--- src/rtl/uart_msg_framer.sv ---
// Frames buffered payload as SYNC, count, escaped body (+SP_END tail if MSGFRAMER_TAIL_EN) into a UART TX.
// First load one cycle after send; one byte in flight, each load waits for tx_empty high then its drop.
module uart_msg_framer #(
  parameter int unsigned DATAMAXBYTES = 10,
  parameter logic [7:0]  SP_SYNC      = 8'h7E,
  parameter logic [7:0]  SP_ESC       = 8'hFE,
  parameter logic [7:0]  SP_END       = 8'h03
) (
  input  logic       CLK,
  input  logic       reset,
  input  logic       wr_en,
  input  logic [7:0] wr_data,
  output logic       wr_full,
  input  logic       send,
  output logic       busy,
  output logic       done,
  output logic [7:0] tx_data,
  output logic       ld_tx_data,
  input  logic       tx_empty
);

  localparam int         AW     = (DATAMAXBYTES > 1) ? $clog2(DATAMAXBYTES) : 1;
  localparam logic [7:0] MAXCNT = 8'(DATAMAXBYTES);

  typedef enum logic [2:0] {IDLE, SYNC, BCNT, BODY, ESC, TAIL, WACK, DONE} state_t;

`ifdef MSGFRAMER_TAIL_EN
  localparam state_t END_ST = TAIL;
`else
  localparam state_t END_ST = DONE;
`endif

  state_t     state;
  state_t     cont;
  state_t     pend_next;
  logic [7:0] mem [DATAMAXBYTES];
  logic [7:0] count;
  logic [7:0] idx;
  logic [7:0] pend_byte;
  logic       pend_body;

  logic       wr_ok;
  logic [7:0] body_byte;
  logic       body_last;

  function automatic logic is_special(input logic [7:0] b);
    return (b == SP_SYNC) || (b == SP_ESC);
  endfunction

  assign wr_ok     = (state == IDLE) && wr_en && !send && (count < MAXCNT);
  assign body_byte = mem[idx[AW-1:0]];
  assign body_last = (idx + 8'd1) >= count;
  assign wr_full   = (count == MAXCNT);

  always_ff @(posedge CLK) begin
    if (wr_ok) mem[count[AW-1:0]] <= wr_data;
  end

  always_ff @(posedge CLK or negedge reset) begin
    if (!reset) begin
      state      <= IDLE;
      cont       <= IDLE;
      pend_next  <= IDLE;
      pend_byte  <= 8'h00;
      pend_body  <= 1'b0;
      count      <= 8'd0;
      idx        <= 8'd0;
      busy       <= 1'b0;
      done       <= 1'b0;
      ld_tx_data <= 1'b0;
      tx_data    <= 8'h00;
    end else begin
      ld_tx_data <= 1'b0;
      done       <= 1'b0;
      unique case (state)
        IDLE: begin
          if (send) begin
            busy <= 1'b1;
            idx  <= 8'd0;
            // SYNC goes out straight from IDLE when the UART is ready, giving one-cycle send latency
            if (tx_empty) begin
              ld_tx_data <= 1'b1;
              tx_data    <= SP_SYNC;
              cont       <= BCNT;
              state      <= WACK;
            end else begin
              state <= SYNC;
            end
          end else if (wr_ok) begin
            count <= count + 8'd1;
          end
        end
        SYNC: if (tx_empty) begin
          ld_tx_data <= 1'b1;
          tx_data    <= SP_SYNC;
          cont       <= BCNT;
          state      <= WACK;
        end
        BCNT: if (tx_empty) begin
          ld_tx_data <= 1'b1;
          state      <= WACK;
          if (is_special(count)) begin
            tx_data   <= SP_ESC;
            cont      <= ESC;
            pend_byte <= count;
            pend_body <= 1'b0;
            pend_next <= (count == 8'd0) ? END_ST : BODY;
          end else begin
            tx_data <= count;
            cont    <= (count == 8'd0) ? END_ST : BODY;
          end
        end
        BODY: if (tx_empty) begin
          ld_tx_data <= 1'b1;
          state      <= WACK;
          if (is_special(body_byte)) begin
            tx_data   <= SP_ESC;
            cont      <= ESC;
            pend_byte <= body_byte;
            pend_body <= 1'b1;
            pend_next <= body_last ? END_ST : BODY;
          end else begin
            tx_data <= body_byte;
            idx     <= idx + 8'd1;
            cont    <= body_last ? END_ST : BODY;
          end
        end
        ESC: if (tx_empty) begin
          // raw byte after the prefix; only body bytes advance the read index
          ld_tx_data <= 1'b1;
          tx_data    <= pend_byte;
          cont       <= pend_next;
          state      <= WACK;
          if (pend_body) idx <= idx + 8'd1;
        end
        TAIL: if (tx_empty) begin
          ld_tx_data <= 1'b1;
          tx_data    <= SP_END;
          cont       <= DONE;
          state      <= WACK;
        end
        WACK: if (!tx_empty) state <= cont;
        DONE: begin
          done  <= 1'b1;
          busy  <= 1'b0;
          count <= 8'd0;
          idx   <= 8'd0;
          state <= IDLE;
        end
        default: state <= IDLE;
      endcase
    end
  end

endmodule

--- config.mk ---
export PLATFORM = sky130hd
export DESIGN_NAME = uart_msg_framer
export DESIGN_NICKNAME = d
export VERILOG_FILES = /design/src/rtl/uart_msg_framer.sv
export SDC_FILE = /design/constraint.sdc
export NUM_CORES = 1
export LEC_CHECK = 0
export BUFFER_PORTS_ARGS = -buffer_cell sky130_fd_sc_hd__buf_4
export CORE_ASPECT_RATIO = 1.75
export CORE_MARGIN = 10
export CORE_UTILIZATION = 65
export DETAILED_ROUTE_END_ITERATION = 16
export GPL_TIMING_DRIVEN = 0
export HOLD_SLACK_MARGIN = 0.03
export PLACE_DENSITY = 0.83
export SLEW_MARGIN = 15
export SYNTH_ARGS = -nofsm -noshare
export SYNTH_HDL_FRONTEND = slang
export SYNTH_SLANG_ARGS = --single-unit
export TNS_END_PERCENT = 50
--- constraint.sdc ---
create_clock -name CLK -period 5.85 [get_ports CLK]
set_input_delay 0 -clock CLK [delete_from_list [all_inputs] [get_ports CLK]]
set_output_delay 0 -clock CLK [all_outputs]
set_load 0.03 [all_outputs]
==> Yosys cells after proc, flatten, opt, wreduce, memory -nomap -nowiden <==
Memories as Yosys holds them, arrays and structs flattened.
Cells that the tools add are included.
{ "op_classes": {"addsub": 2, "n_lt_le_gt_ge": 2, "n_eq_ne": 25, "n_mux": 57, "n_reduce_logical": 19} }
{ "op_table": {"columns": ["op", "count"], "rows": [
  ["8-bit 2-to-1 mux", 19],
  ["3-bit 2-to-1 mux", 18],
  ["8-bit one-hot mux with 6 select lines", 1],
  ["8-bit one-hot mux with 2 select lines", 2],
  ["8-bit one-hot mux with 4 select lines", 1],
  ["2-bit inequality test, second input constant", 12],
  ["3-bit one-hot mux with 6 select lines", 1],
  ["8-bit by 1-bit adder with 8-bit output, second input constant", 2],
  ["8-bit by 7-bit == test with 1-bit output, second input constant", 2],
  ["8-bit == test, second input constant", 2],
  ["3-bit == test, second input constant", 4],
  ["3-bit one-hot mux with 4 select lines", 1],
  ["6-bit AND reduction", 2],
  ["1-bit 2-to-1 mux", 10],
  ["8-bit by 4-bit == test with 1-bit output, second input constant", 1],
  ["8-bit >= comparator", 1],
  ["8-bit logical NOT", 1],
  ["8-bit by 4-bit < comparator with 1-bit output, second input constant", 1],
  ["3-bit by 2-bit == test with 1-bit output, second input constant", 2],
  ["1-bit one-hot mux with 2 select lines", 3],
  ["3-bit one-hot mux with 2 select lines", 1],
  ["3-bit AND reduction", 2],
  ["6-bit nonzero test", 1],
  ["5-bit AND reduction", 1],
  ["other kinds (10)", 14]
]} }
{ "totals": {"regBits": 45, "ramBits": 80, "in_bits": 13, "word_cells": 117, "n_memories": 1} }
{ "mem_list": {"columns": ["memory", "depth", "width", "read_ports", "rd_ports_with_merged_regs", "write_ports", "line_no", "text"], "rows": [
  ["mem", 10, 8, 1, 0, 1, "36", "logic [7:0] mem [DATAMAXBYTES];"]
]} }

==> Depth between registers and ports, before layout <==
{ "logic_depth": {"ltp_word": 7, "mapped_depth": 12, "depth_no_buf": 10} }

==> Least setup slack after synthesis <==
Ideal clock, no wire load.
{ "synth_path": {"kind": "flip-flop to flip-flop", "startpoint": "reg idx[0]", "endpoint": "reg pend_next[2]", "arrival_time_ns": 2.381, "path_slack_ns": 3.348, "path_stages_with_launch": 12, "path_cell_list": "dfrtp_1 > buf_6 > buf_12 > buf_2 > and3_1 > nand3_1 > or2_2 > xnor2_1 > ha_1 > o21ai_0 > a21oi_1 > a41o_1"} }
{ "synth_via": {"elab_chain_cells": 6, "elab_cells_between_ends": 12, "cone_classes": "add/sub (1); order compare (1); eq/ne (3); mux (4); reduce/logical (2); memory (1)"} }
{ "synth_rtl": {"columns": ["element", "line_no", "text"], "rows": [
  ["from (decl)", "38", "logic [7:0] idx;"],
  ["from (signal assigned)", "124", "idx <= idx + 8'd1;"],
  ["from (signal assigned)", "134", "if (pend_body) idx <= idx + 8'd1;"],
  ["8-bit by 1-bit adder with 8-bit output", "52", "assign body_last = (idx + 8'd1) >= count;"],
  ["8-bit >= comparator", "52", null],
  ["3-bit 2-to-1 mux", "121", "pend_next <= body_last ? END_ST : BODY;"],
  ["3-bit 2-to-1 mux", "116", "if (is_special(body_byte)) begin"],
  ["3-bit 2-to-1 mux", "113", "BODY: if (tx_empty) begin"],
  ["3-bit one-hot mux with 2 select lines", "75", "unique case (state)"],
  ["to (signal assigned)", "107", "pend_next <= (count == 8'd0) ? END_ST : BODY;"],
  ["to (signal assigned)", "121", null],
  ["to (decl)", "35", "state_t pend_next;"]
]} }
Parallel ways exist; a longest one is shown, timed or not. The select of a mux whose other input is x is not followed.
A chain may end at the register's enable or synchronous reset.

==> Final worst setup path <==
{ "layout_path": {"startpoint": "reg idx[2]", "endpoint": "reg cont[2]"} }
{ "layout_via": {"elab_chain_cells": 6, "elab_cells_between_ends": 10, "cone_classes": "add/sub (1); order compare (1); eq/ne (2); mux (4); reduce/logical (1); memory (1)"} }
{ "layout_rtl": {"columns": ["element", "line_no", "text"], "rows": [
  ["8-bit by 1-bit adder with 8-bit output or memory read 10 x 8 bit (tied branches)", null, null],
  ["8-bit >= comparator, or another cell as far along", "52", null],
  ["3-bit 2-to-1 mux or 1-bit logical OR (tied branches)", "125, 47", null],
  ["3-bit 2-to-1 mux (*)", "116", null],
  ["3-bit 2-to-1 mux (*)", "113", null],
  ["3-bit one-hot mux with 6 select lines (*)", "75", null],
  ["to (signal assigned)", "110", "cont <= (count == 8'd0) ? END_ST : BODY;"],
  ["to (signal assigned)", "125", "cont <= body_last ? END_ST : BODY;"],
  ["to (signal assigned)", "132", "cont <= pend_next;"],
  ["to (decl)", "34", "state_t cont;"]
]} }
Every way passes the cells marked *; elsewhere a longest branch is shown, timed or not. The select of a mux whose other input is x is not followed.

==> impl_metrics.toml <==
[finish]
layout.nets = 520
areaGrowthSynthToFinish_pct = 18.4
diodes = 0
fillers = 515
drive_gt1_frac = 0.178

[grt]
grt.busiest_layer = "met2"
grt_max_degree = 45
antenna_found_initial = 0
grt_pass1_wl_um = 22400
grt-ovfl-total = 0
grt_pass1_vias = 4114
grt.met3_usage = 0.0488
grt.total_usage = 0.225
met1_usage = 0.229
met2_usage = 0.411

[route]
wl_per_cell_um = 22.9
vias = 3989
antenna_left = 0
drt_iter0_drc = 303
dr.pass1.iters = 5
wl_um = 14300
viasPerCell = 6.39
drc = 0

[worst_setup_path]
required_ns = 6.13
worst_setup_path_start_kind = "flip-flop"
cp.arrival_ns = 3.54
critPathCaptureType = "flip-flop"
path_max_fanout = 10
path_class = "reg -> reg"

[timing]
fin_tns_setup_ns = 0
period_needed_ns = 3.26
slew_headroom = 0.297
tightest_slew_ns = 1.04
finalHoldViolCount = 0
period_share = 0.558
clock_skew_ns = 0.0108
rsz0062_at_grt = "false"
finalMaxSlewViolations = 0
fin_hold_ws_ns = 0.104
setup_viol = 0
max_freq_ghz = 0.306

[synth]
synthTopCellsByArea = "edfxtp_1 42%, dfrtp_1 19%, mux4_2 3.9%, ha_1 2.8%, mux2i_1 2.8%"
synth.yosys.warnings = 0
synth.largest_area_cell = "edfxtp_1"
seq_area_frac_synth = 0.611
yosysMostFrequentCell = "edfxtp_1"
avgSynthCellArea_um2 = 13.1
synth_seq_cells = 124
synth_flop_cell = "edfxtp_1"
ys_async_sr_fraction = 0.355
synth_fp_nets = 465
synth_common_cells = "80 x edfxtp_1, 44 x dfrtp_1, 32 x nor2_1"
synth_top_area_frac = 0.419
syn_inst = 439
yosysUniqueCellTypes = 59
synth_area_mm2 = 0.00574
synth_edf_count = 80

[clocking]
cts.path.max_buffers = 2
cts.hold.buffers_added = 11
clock-sinks = 124
postCtsSetupBuffers = 0
cts_tree = "yes"
cts-buffers-inserted = 17
insertion_delay_ns = 0.43
cts.repair.resized = 0
clk_pin_slew_ns = 0.06
cts_root_buffer = "clkbuf_16"
cts_htree_levels = 4

[floorplan]
die-area_mm2 = 0.0131
start_util = 0.662
fp.dieH_um = 144
rows = 45
io_pins = 25
core_mm2 = 0.00867
die_x_um = 91.0

[power_and_ir_drop]
ir_drop_mv = 0.375
p_leak_uw = 0.00259
powerDensity_mw_per_mm2 = 453

[placement]
hpwl_um = 9450
gp_congestion = 0.938
port-buffer-count = 23

[status]
status = "finished, final reports clean"

[worst_hold_path]
hold_class = "in -> async"

[flow_run]
cap_violations = 0
-- per-layer routing --
| layer | vias to the layer above | wire, um | share of wire |
|---|---|---|---|
| li1 | 1776 | - | - |
| met1 | 1992 | 5080 | 0.36 |
| met2 | 174 | 7860 | 0.55 |
| met3 | 47 | 734 | 0.051 |
| met4 | 0 | 604 | 0.042 |
| met5 | - | 0 | 0 |
-- path summary, 6_finish.rpt --
path | endpoint | slack (ns) | cells past startpoint | start
min in group CLK | count[0]$_DFFE_PN0P_ | 0.27 | 4 | wr_en
worst max register to register | cont[2]$_DFFE_PN0P_ | 2.59 | 11 | idx[2]$_DFFE_PN0P_
worst min register to register | pend_byte[6]$_DFFE_PN0P_ | 0.47 | 1 | pend_byte[6]$_DFFE_PN0P_
worst max-delay path | cont[2]$_DFFE_PN0P_ | 2.59 | 11 | idx[2]$_DFFE_PN0P_
max in group asynchronous | idx[0]$_DFFE_PN0P_ | 5.35 | 2 | reset
worst min-delay path | pend_next[1]$_DFFE_PN0P_ | 0.10 | 2 | reset
-- area by class of cell --
cell class              count  area [um2]  share of cell area
plain buffers              19         115              0.0169
clock buffers              17         425              0.0626
clock inverters            15         179              0.0263
inverters                  16        60.1             0.00884
multi-input cells         280        2070               0.305
flip-flops and latches    124        3500               0.516
well taps                 117         146              0.0216
repair buffers             36         293              0.0431
-- power breakdown --
group / total, uW / internal [uW] / switching, uW
Sequential: 1090 / 1020 / 73.9
Clock: 1080 / 644 / 437
Combinational: 903 / 344 / 558
Total: 3080 / 2010 / 1070
-- metrics by stage --
step	setup WS, ns	area [um2]	std cells	total power, uW	utilization
floorplan	3.35	5740	439	1710	-
global placement	2.05	6060	579	1940	0.698
detailed placement	2.80	6080	581	1980	0.701
CTS	2.67	6790	624	3060	0.783
global route	2.47	6790	624	3200	0.783
finish	2.59	6790	624	3080	0.783
-- flip-flops by register name, indices dropped and copies added (netlist names) --
name and cells:
pend_byte 8, cont 3, pend_next 2, pend_body 1
count 8, ld_tx_data 1, mem 80, idx 8
tx_data 8, state 3, busy 1, done 1
-- cell families after synthesis --
| group | count (synthesis) | synth area share |
|---|---|---|
| and+or+nand+nor | 134 | 0.122 |
| DFF | 124 | 0.611 |
| AOI/OAI and AO/OA | 93 | 0.109 |
| muxes | 33 | 0.0888 |
| xor gates and xnor gates | 7 | 0.0107 |
| buffers and inverters | 35 | 0.0305 |
| adders and majority gates | 13 | 0.0284 |
-- layout by cell type (no fill, tap or decap), drive strengths merged, types with 3 or more instances in the layout --
master	instances
a21oi	17
a31oi	9
nor3	7
and2	9
o211ai	4
edfxtp	80
nor2	32
ha	13
dlygate4sd3	11
o21ai	24
buf	34
nor2b	6
xnor2	6
or3	3
o221ai	3
mux2	4
nand3	8
clkbuf	27
nand4	4
dfrtp	44
a211oi	4
mux4	13
or2	6
and3	3
clkinv	5
o2bb2ai	3
nor4	4
o22ai	9
nand2b	17
inv	22
nand2	29
mux2i	16
-- worst max-delay path, stage by stage, from the launching register on --
cell	delay, ns
dfrtp_1	0.36
buf_2	0.27
buf_1	0.47
and3_1	0.30
nand3_1	0.21
or2_2	0.38
xnor2_1	0.29
ha_1	0.30
o21ai_0	0.17
a21oi_1	0.10
nor2_1	0.14
a41oi_1	0.12
No activity file was read; power rests on OpenSTA's default activity.
